--- src/rtl/rsp_s1_prep_ahbic_in_stage_if.sv ---
// AHB-Lite port bundle for the rsp_s1_prep interconnect input stage.
// Collects the master-side address phase and return path, the arbiter handshake,
// and the address phase that is forwarded to the output stage.
// slave  : view of the input stage, which is the slave of the upstream master.
// master : view of the upstream master, the arbiter and the output stage.
interface rsp_s1_prep_ahbic_in_stage_if #(
    parameter int unsigned ADDR_WIDTH = 32
);
    // Master-side address phase and data-phase return.
    logic                  HSELS;
    logic [ADDR_WIDTH-1:0] HADDRS;
    logic [1:0]            HTRANSS;
    logic                  HWRITES;
    logic [2:0]            HSIZES;
    logic [2:0]            HBURSTS;
    logic [3:0]            HPROTS;
    logic                  HMASTLOCKS;
    logic                  HREADYS;
    logic                  HREADYOUTS;
    logic                  HRESPS;

    // Arbiter handshake and shared-slave data-phase response.
    logic                  active_port;
    logic                  req_port;
    logic                  HREADYM;
    logic                  HRESPM;

    // Address phase forwarded to the output stage.
    logic                  HSELM;
    logic [ADDR_WIDTH-1:0] HADDRM;
    logic [1:0]            HTRANSM;
    logic                  HWRITEM;
    logic [2:0]            HSIZEM;
    logic [2:0]            HBURSTM;
    logic [3:0]            HPROTM;
    logic                  HMASTLOCKM;

    modport slave (
        input  HSELS, HADDRS, HTRANSS, HWRITES, HSIZES, HBURSTS, HPROTS, HMASTLOCKS, HREADYS,
        input  active_port, HREADYM, HRESPM,
        output HREADYOUTS, HRESPS, req_port,
        output HSELM, HADDRM, HTRANSM, HWRITEM, HSIZEM, HBURSTM, HPROTM, HMASTLOCKM
    );

    modport master (
        output HSELS, HADDRS, HTRANSS, HWRITES, HSIZES, HBURSTS, HPROTS, HMASTLOCKS, HREADYS,
        output active_port, HREADYM, HRESPM,
        input  HREADYOUTS, HRESPS, req_port,
        input  HSELM, HADDRM, HTRANSM, HWRITEM, HSIZEM, HBURSTM, HPROTM, HMASTLOCKM
    );
endinterface

--- src/rtl/rsp_s1_prep_ahbic_in_stage.sv ---
// AHB-Lite input stage of the rsp_s1_prep interconnect.
// Holds an address phase that cannot be issued at once, requests the arbiter,
// replays the held transfer when granted and stalls the master until the
// transfer's data phase completes on the shared slave.
// Build option RSP_S1_PREP_AHBIC_IN_REG_EN: remove the zero-latency bypass so
// every transfer goes through the hold register and the M outputs are registered.
module rsp_s1_prep_ahbic_in_stage #(
    parameter int unsigned ADDR_WIDTH = 32
) (
    input  logic                              HCLK,
    input  logic                              HRESETn,
    rsp_s1_prep_ahbic_in_stage_if.slave       ahb
);

    typedef struct packed {
        logic [ADDR_WIDTH-1:0] addr;
        logic [1:0]            trans;
        logic                  write;
        logic [2:0]            size;
        logic [2:0]            burst;
        logic [3:0]            prot;
        logic                  lock;
    } addr_phase_t;

    addr_phase_t live_ap;
    addr_phase_t hold_q;
    addr_phase_t mux_ap;
    logic        pend_q;
    logic        dphase_q;
    logic        sel_rdy;
    logic        live_tran;
    logic        issue;
    logic        capture;

    assign live_ap = {ahb.HADDRS, ahb.HTRANSS, ahb.HWRITES, ahb.HSIZES,
                      ahb.HBURSTS, ahb.HPROTS, ahb.HMASTLOCKS};

    assign sel_rdy   = ahb.HSELS & ahb.HREADYS;
    assign live_tran = sel_rdy & ahb.HTRANSS[1];

`ifdef RSP_S1_PREP_AHBIC_IN_REG_EN
    // Only the hold register can issue; every live transfer is captured.
    assign issue   = ahb.active_port & ahb.HREADYM & pend_q;
    assign capture = live_tran;
`else
    // A granted live transfer bypasses the hold register.
    assign issue   = ahb.active_port & ahb.HREADYM & (pend_q | live_tran);
    assign capture = live_tran & ~issue;
`endif

    // Hold register, pending flag and data-phase ownership.
    always_ff @(posedge HCLK or negedge HRESETn) begin
        if (!HRESETn) begin
            hold_q   <= '0;
            pend_q   <= 1'b0;
            dphase_q <= 1'b0;
        end else begin
            if (capture) begin
                hold_q <= live_ap;
            end
            pend_q   <= capture | (pend_q & ~issue);
            dphase_q <= issue | (dphase_q & ~ahb.HREADYM);
        end
    end

    assign ahb.req_port = pend_q | live_tran;

`ifdef RSP_S1_PREP_AHBIC_IN_REG_EN
    // Output stage sees only registered address phase.
    assign mux_ap      = hold_q;
    assign ahb.HTRANSM = pend_q ? hold_q.trans : 2'b00;
    assign ahb.HSELM   = pend_q;
`else
    // Held transfer has priority over the live address phase.
    assign mux_ap      = pend_q ? hold_q : live_ap;
    assign ahb.HTRANSM = (pend_q | sel_rdy) ? mux_ap.trans : 2'b00;
    assign ahb.HSELM   = ahb.req_port;
`endif

    assign ahb.HADDRM     = mux_ap.addr;
    assign ahb.HWRITEM    = mux_ap.write;
    assign ahb.HSIZEM     = mux_ap.size;
    assign ahb.HBURSTM    = mux_ap.burst;
    assign ahb.HPROTM     = mux_ap.prot;
    assign ahb.HMASTLOCKM = mux_ap.lock;

    // Master is stalled while a transfer is held, then follows the slave.
    assign ahb.HREADYOUTS = dphase_q ? ahb.HREADYM : ~pend_q;
    assign ahb.HRESPS     = dphase_q & ahb.HRESPM;

endmodule

--- src/flat_wrapper.sv ---
// flat-port wrapper written by rule: the top's interface ports become plain ports
module rsp_s1_prep_ahbic_in_stage_flat 
#(
    parameter int unsigned ADDR_WIDTH = 32
)
  (HCLK, HRESETn, ahb_HSELS, ahb_HADDRS, ahb_HTRANSS, ahb_HWRITES, ahb_HSIZES, ahb_HBURSTS, ahb_HPROTS, ahb_HMASTLOCKS, ahb_HREADYS, ahb_active_port, ahb_HREADYM, ahb_HRESPM, ahb_HREADYOUTS, ahb_HRESPS, ahb_req_port, ahb_HSELM, ahb_HADDRM, ahb_HTRANSM, ahb_HWRITEM, ahb_HSIZEM, ahb_HBURSTM, ahb_HPROTM, ahb_HMASTLOCKM);
  rsp_s1_prep_ahbic_in_stage_if #(.ADDR_WIDTH(ADDR_WIDTH)) ahb_i ();
  input  logic HCLK;
  input  logic HRESETn;
  input wire logic [$bits(ahb_i.HSELS)-1:0] ahb_HSELS;
  input wire logic [$bits(ahb_i.HADDRS)-1:0] ahb_HADDRS;
  input wire logic [$bits(ahb_i.HTRANSS)-1:0] ahb_HTRANSS;
  input wire logic [$bits(ahb_i.HWRITES)-1:0] ahb_HWRITES;
  input wire logic [$bits(ahb_i.HSIZES)-1:0] ahb_HSIZES;
  input wire logic [$bits(ahb_i.HBURSTS)-1:0] ahb_HBURSTS;
  input wire logic [$bits(ahb_i.HPROTS)-1:0] ahb_HPROTS;
  input wire logic [$bits(ahb_i.HMASTLOCKS)-1:0] ahb_HMASTLOCKS;
  input wire logic [$bits(ahb_i.HREADYS)-1:0] ahb_HREADYS;
  input wire logic [$bits(ahb_i.active_port)-1:0] ahb_active_port;
  input wire logic [$bits(ahb_i.HREADYM)-1:0] ahb_HREADYM;
  input wire logic [$bits(ahb_i.HRESPM)-1:0] ahb_HRESPM;
  output wire logic [$bits(ahb_i.HREADYOUTS)-1:0] ahb_HREADYOUTS;
  output wire logic [$bits(ahb_i.HRESPS)-1:0] ahb_HRESPS;
  output wire logic [$bits(ahb_i.req_port)-1:0] ahb_req_port;
  output wire logic [$bits(ahb_i.HSELM)-1:0] ahb_HSELM;
  output wire logic [$bits(ahb_i.HADDRM)-1:0] ahb_HADDRM;
  output wire logic [$bits(ahb_i.HTRANSM)-1:0] ahb_HTRANSM;
  output wire logic [$bits(ahb_i.HWRITEM)-1:0] ahb_HWRITEM;
  output wire logic [$bits(ahb_i.HSIZEM)-1:0] ahb_HSIZEM;
  output wire logic [$bits(ahb_i.HBURSTM)-1:0] ahb_HBURSTM;
  output wire logic [$bits(ahb_i.HPROTM)-1:0] ahb_HPROTM;
  output wire logic [$bits(ahb_i.HMASTLOCKM)-1:0] ahb_HMASTLOCKM;
  assign ahb_i.HSELS = ahb_HSELS;
  assign ahb_i.HADDRS = ahb_HADDRS;
  assign ahb_i.HTRANSS = ahb_HTRANSS;
  assign ahb_i.HWRITES = ahb_HWRITES;
  assign ahb_i.HSIZES = ahb_HSIZES;
  assign ahb_i.HBURSTS = ahb_HBURSTS;
  assign ahb_i.HPROTS = ahb_HPROTS;
  assign ahb_i.HMASTLOCKS = ahb_HMASTLOCKS;
  assign ahb_i.HREADYS = ahb_HREADYS;
  assign ahb_i.active_port = ahb_active_port;
  assign ahb_i.HREADYM = ahb_HREADYM;
  assign ahb_i.HRESPM = ahb_HRESPM;
  assign ahb_HREADYOUTS = ahb_i.HREADYOUTS;
  assign ahb_HRESPS = ahb_i.HRESPS;
  assign ahb_req_port = ahb_i.req_port;
  assign ahb_HSELM = ahb_i.HSELM;
  assign ahb_HADDRM = ahb_i.HADDRM;
  assign ahb_HTRANSM = ahb_i.HTRANSM;
  assign ahb_HWRITEM = ahb_i.HWRITEM;
  assign ahb_HSIZEM = ahb_i.HSIZEM;
  assign ahb_HBURSTM = ahb_i.HBURSTM;
  assign ahb_HPROTM = ahb_i.HPROTM;
  assign ahb_HMASTLOCKM = ahb_i.HMASTLOCKM;
  rsp_s1_prep_ahbic_in_stage #(.ADDR_WIDTH(ADDR_WIDTH)) u_core (.HCLK(HCLK), .HRESETn(HRESETn), .ahb(ahb_i));
endmodule
--- config.mk ---
export PLATFORM = sky130hd
export DESIGN_NAME = rsp_s1_prep_ahbic_in_stage_flat
export DESIGN_NICKNAME = d
export VERILOG_FILES = /design/src/rtl/rsp_s1_prep_ahbic_in_stage_if.sv /design/src/rtl/rsp_s1_prep_ahbic_in_stage.sv /design/src/flat_wrapper.sv
export SDC_FILE = /design/constraint.sdc
export NUM_CORES = 1
export LEC_CHECK = 0
export CAP_MARGIN = 20
export CORE_MARGIN = 5
export CORE_UTILIZATION = 35
export DETAILED_ROUTE_END_ITERATION = 8
export GPL_TIMING_DRIVEN = 0
export PLACE_DENSITY = 0.67
export RECOVER_POWER = 25
export SYNTH_ARGS = -nofsm -noshare
export SYNTH_HDL_FRONTEND = slang
export SYNTH_SLANG_ARGS = --single-unit
--- constraint.sdc ---
create_clock -name HCLK -period 4.12 [get_ports HCLK]
set_input_delay 0.824 -clock HCLK [delete_from_list [all_inputs] [get_ports HCLK]]
set_output_delay 0.824 -clock HCLK [all_outputs]
set_load 0.1 [all_outputs]
==> flow_summary.toml, run 1 <==
[status]
outcome = "completed"

[worst_setup_path]
worstReg2RegEnd = "u_core.dphase_q"
delay_heaviest_family_cp = "buffers and inverters"
critical-path-slowest-cell = "clkdlybuf4s50_1"
max_stage_delay_ns = 1.12
path_buf_inv = 4
critical_path_class = "input pin to output port"
regToRegStartpoint = "u_core.pend_q"
cp_data_required_time_ns = 3.30
cp-startpoint = "ahb_HREADYS"
crit_fanout = 4
critPathCaptureType = "output port"
worst_r2r_path_depth = 4
reg2reg_setup_slack_ns = 2.71
worstPathArrival_ns = 2.87
path_common_cell = "clkdlybuf4s50_1"
crit_path_cell_trace = "clkdlybuf4s50_1 -> a31oi_1 -> inv_1 -> buf_4 -> clkdlybuf4s50_1"
crit_path_start_kind = "input pin"

[final_layout]
diodes = 0
stdcell_area_mm2 = 0.003741
multiInputGateArea_mm2 = 0.001231
nets = 326
layout-drive-gt1-share_pct = 39.19
final.fill_count = 653
ff_latch_area_mm2 = 0.001201
syn2layout_area_growth_pct = 48.39

[timing]
post-route-worst-setup-slack_ns = 0.4236
setup_repair_after_global_routing_missed_its_margin = "no"
skew_ns = 0.005488
finalHoldViolations = 0
worstMarginPinSlew_ns = 1.392
setup_tns_ns = 0
share_of_the_clock_period_used_by_the_worst_path_pct = 89.72
fmax_ghz = 0.2705
timing.final.setup_violations = 0
period_needed_ns = 3.696
max-slew-margin-rel_pct = 7.194
slew_violations = 0

[yosys]
postSynthAreaPerCell_um2 = 15.47
synthDistinctLibCells = 16
yosys.area_share.simple_pct = 1.985
synth_fa_ha_area_share_pct = 0
synthesis.area_mm2 = 0.002521
synthCells = 163
synth_sequential_area_ratio_pct = 47.64
synth_fp_nets = 216
synth_top_family_by_area = "multiplexers"
synth_compound_gate_area_share_pct = 1.290
muxShareOfSynthArea_pct = 45.56
ys_warn_count = 0
ys_ff_latch = 48
synth-xor-area-share_pct = 0

[drt]
detailedRoute.firstPassIterationCount = 3
route.detailed.vias_per_inst = 4.505
finalWirelength_mm = 5.519
route.detailed.wl_per_inst_um = 14.84
post-route-drc-count = 0
vias = 1676
dr.first_iter.drc_count = 12
antenna_violating_nets_post_route = 0

[clock_network]
clock_tree_from_tritoncts = "built"
tritoncts_num_sinks = 48
clkLatencyLatePin_ns = 0.29
cts_htree_levels = 2
clockRootBuffer = "clkbuf_8"
cts_made_buffers = 5
postCtsResizedCells = 0
longest_clk_path_bufs = 2
ctsHoldBuffers = 0
clkTransAtPathRegs_ns = 0.08
post-cts-setup-buffer-count = 0

[die]
die_h_um = 94.87
floorplan.core_area_mm2 = 0.007137
die_w_um = 94.87
initial_standard_cell_utilization_of_the_core_pct = 35.33
rows = 31
die_area_mm2 = 0.009000
number_of_i_o_pins = 103

[worst_hold_path]
holdPathStages = 2
worstHoldPathType = "register to register"
worstHoldEndpoint = "u_core.hold_q[13]"
holdCritStartpoint = "u_core.hold_q[13]"

[placed_design]
numPortBuffers = 102
placed_area_mm2 = 0.003689
routabilityCongestion = 0.7113
place_ws_ns = 0.4280
placed_wire_length_estimate_after_detailed_placement_mm = 4.071

[global_routing]
grt_pass1_vias = 1847
pin_count_of_the_biggest_net_entering_global_routing = 27
antenna_found_initial = 0
grt_pass1_wl_mm = 8.976
global_route.overflow_total = 0
grt.total_usage_pct = 12.76

[power_and_ir_drop]
power_per_cell_area_mw_per_mm2 = 500.4
vdd_drop_max_mv = 0.2225
cellLeakagePower_uw = 0.001658

[job]
maxCapViolCount = 0
## synth_stat cells
master | number | share of area (%)
mux2_2 | 50 | 22
dfrtp_1 | 48 | 48
mux2_4 | 39 | 23
buf_2 | 5 | 0.99
buf_6 | 4 | 1.8
inv_1 | 3 | 0.45
nand2_1 | 3 | 0.45
a21oi_1 | 2 | 0.40
o21ai_0 | 2 | 0.40
a31oi_1 | 1 | 0.25
and2_1 | 1 | 0.25
buf_4 | 1 | 0.30
nand2_2 | 1 | 0.25
nand3_1 | 1 | 0.20
nand4_4 | 1 | 0.84
o22ai_1 | 1 | 0.25
## worst min-delay path, cell delays in order, from the launching register on
cell	delay (ns)
dfrtp_1	0.33
inv_1	0.05
nand2_1	0.05
## stage by stage
step / cells / power (uW) / hold slack, ns / utilization, %
4_1_cts: 372 / 1901 / 0.4728 / 52.77
2_1_floorplan: 163 / 1415 / 0.4142 / -
3_3_place_gp: 364 / 1618 / 0.4385 / 51.37
5_1_grt: 372 / 1953 / 0.4899 / 52.42
6_report: 372 / 1872 / 0.4645 / 52.42
3_5_place_dp: 365 / 1627 / 0.4521 / 51.68
## how the worst max path moves through the flow
stage                      to  slack [ns]  cells after the start
2_1_floorplan  ahb_HTRANSM[0]        0.30                      2
3_3_place_gp     ahb_req_port        0.42                      5
3_5_place_dp     ahb_req_port        0.43                      5
4_1_cts          ahb_req_port        0.42                      5
5_1_grt          ahb_req_port        0.29                      5
6_report         ahb_req_port        0.42                      5
## cell usage in the layout, fill, tap and decap left out
cell type	synthesis	final
nand4_4	1	1
mux2_2	50	50
buf_4	1	1
o22ai_1	1	1
o21ai_0	2	2
clkbuf_1	0	3
clkinv_2	0	1
clkdlybuf4s50_1	0	101
buf_2	5	5
a31oi_1	1	1
and2_1	1	1
nand2_2	1	1
a21oi_1	2	2
buf_6	4	4
inv_1	3	3
clkbuf_8	0	5
mux2_4	39	39
nand3_1	1	1
nand2_1	3	3
dfrtp_1	48	48
## cell families after synthesis
family | Yosys count
buffers and inverters | 13
AO/OA/AOI/OAI | 6
multiplexers | 89
flip-flops | 48
AND/OR/NAND/NOR | 7
## state kept, by name, summed over array words and instances (netlist names)
signal           count
u_core.hold_q       46
u_core.dphase_q      1
u_core.pend_q        1
## report_power, final
group          internal, uW  total, uW  leakage (uW)  switching [uW]
logic                   346        995       0.00105             648
clock network           116        262     0.0000410             147
registers               568        615      0.000570            47.4
total                  1030       1870       0.00166             842
## routing by layer
layer	global-route usage, %	up-vias	part of all wire (%)
met5	0	-	0
met4	3.606	0	0.91
met3	4.622	5	8.1
met2	19.67	59	45
met1	16.87	815	46
li1	-	797	-
## layout make-up
| class | count | area share (%) |
|---|---|---|
| buffer | 10 | 2.074 |
| clock buffer | 6 | 1.940 |
| clock inverter | 1 | 0.1338 |
| inverter | 3 | 0.3010 |
| multi-input combinational | 102 | 32.91 |
| sequential | 48 | 32.11 |
| tap | 99 | 3.311 |
| timing repair buffer | 103 | 27.22 |
Note: power is estimated with default switching activity, not from simulation.
==> inputs of run 2 (changes only) <==
--- a/config.mk
+++ b/config.mk
@@ -10,2 +10,3 @@
 export CORE_UTILIZATION = 35
+export CTS_CLUSTER_DIAMETER = 200
 export DETAILED_ROUTE_END_ITERATION = 8
--- a/constraint.sdc
+++ b/constraint.sdc
@@ -3,2 +3,2 @@
 set_output_delay 0.824 -clock HCLK [all_outputs]
-set_load 0.1 [all_outputs]
+set_load 0.005 [all_outputs]
==> results of run 2 <==
The final DEF is identical to that of run 1. Status: completed.
Among the figures that moved: setup slack after placement 0.4280 ns -> 0.9673 ns; setup slack after layout 0.4236 ns -> 0.9648 ns; start point of the critical path ahb_HREADYS -> ahb_HSELS; total power 1872 uW -> 1359 uW; worst IR drop on VDD 0.2225 mV -> 0.1563 mV
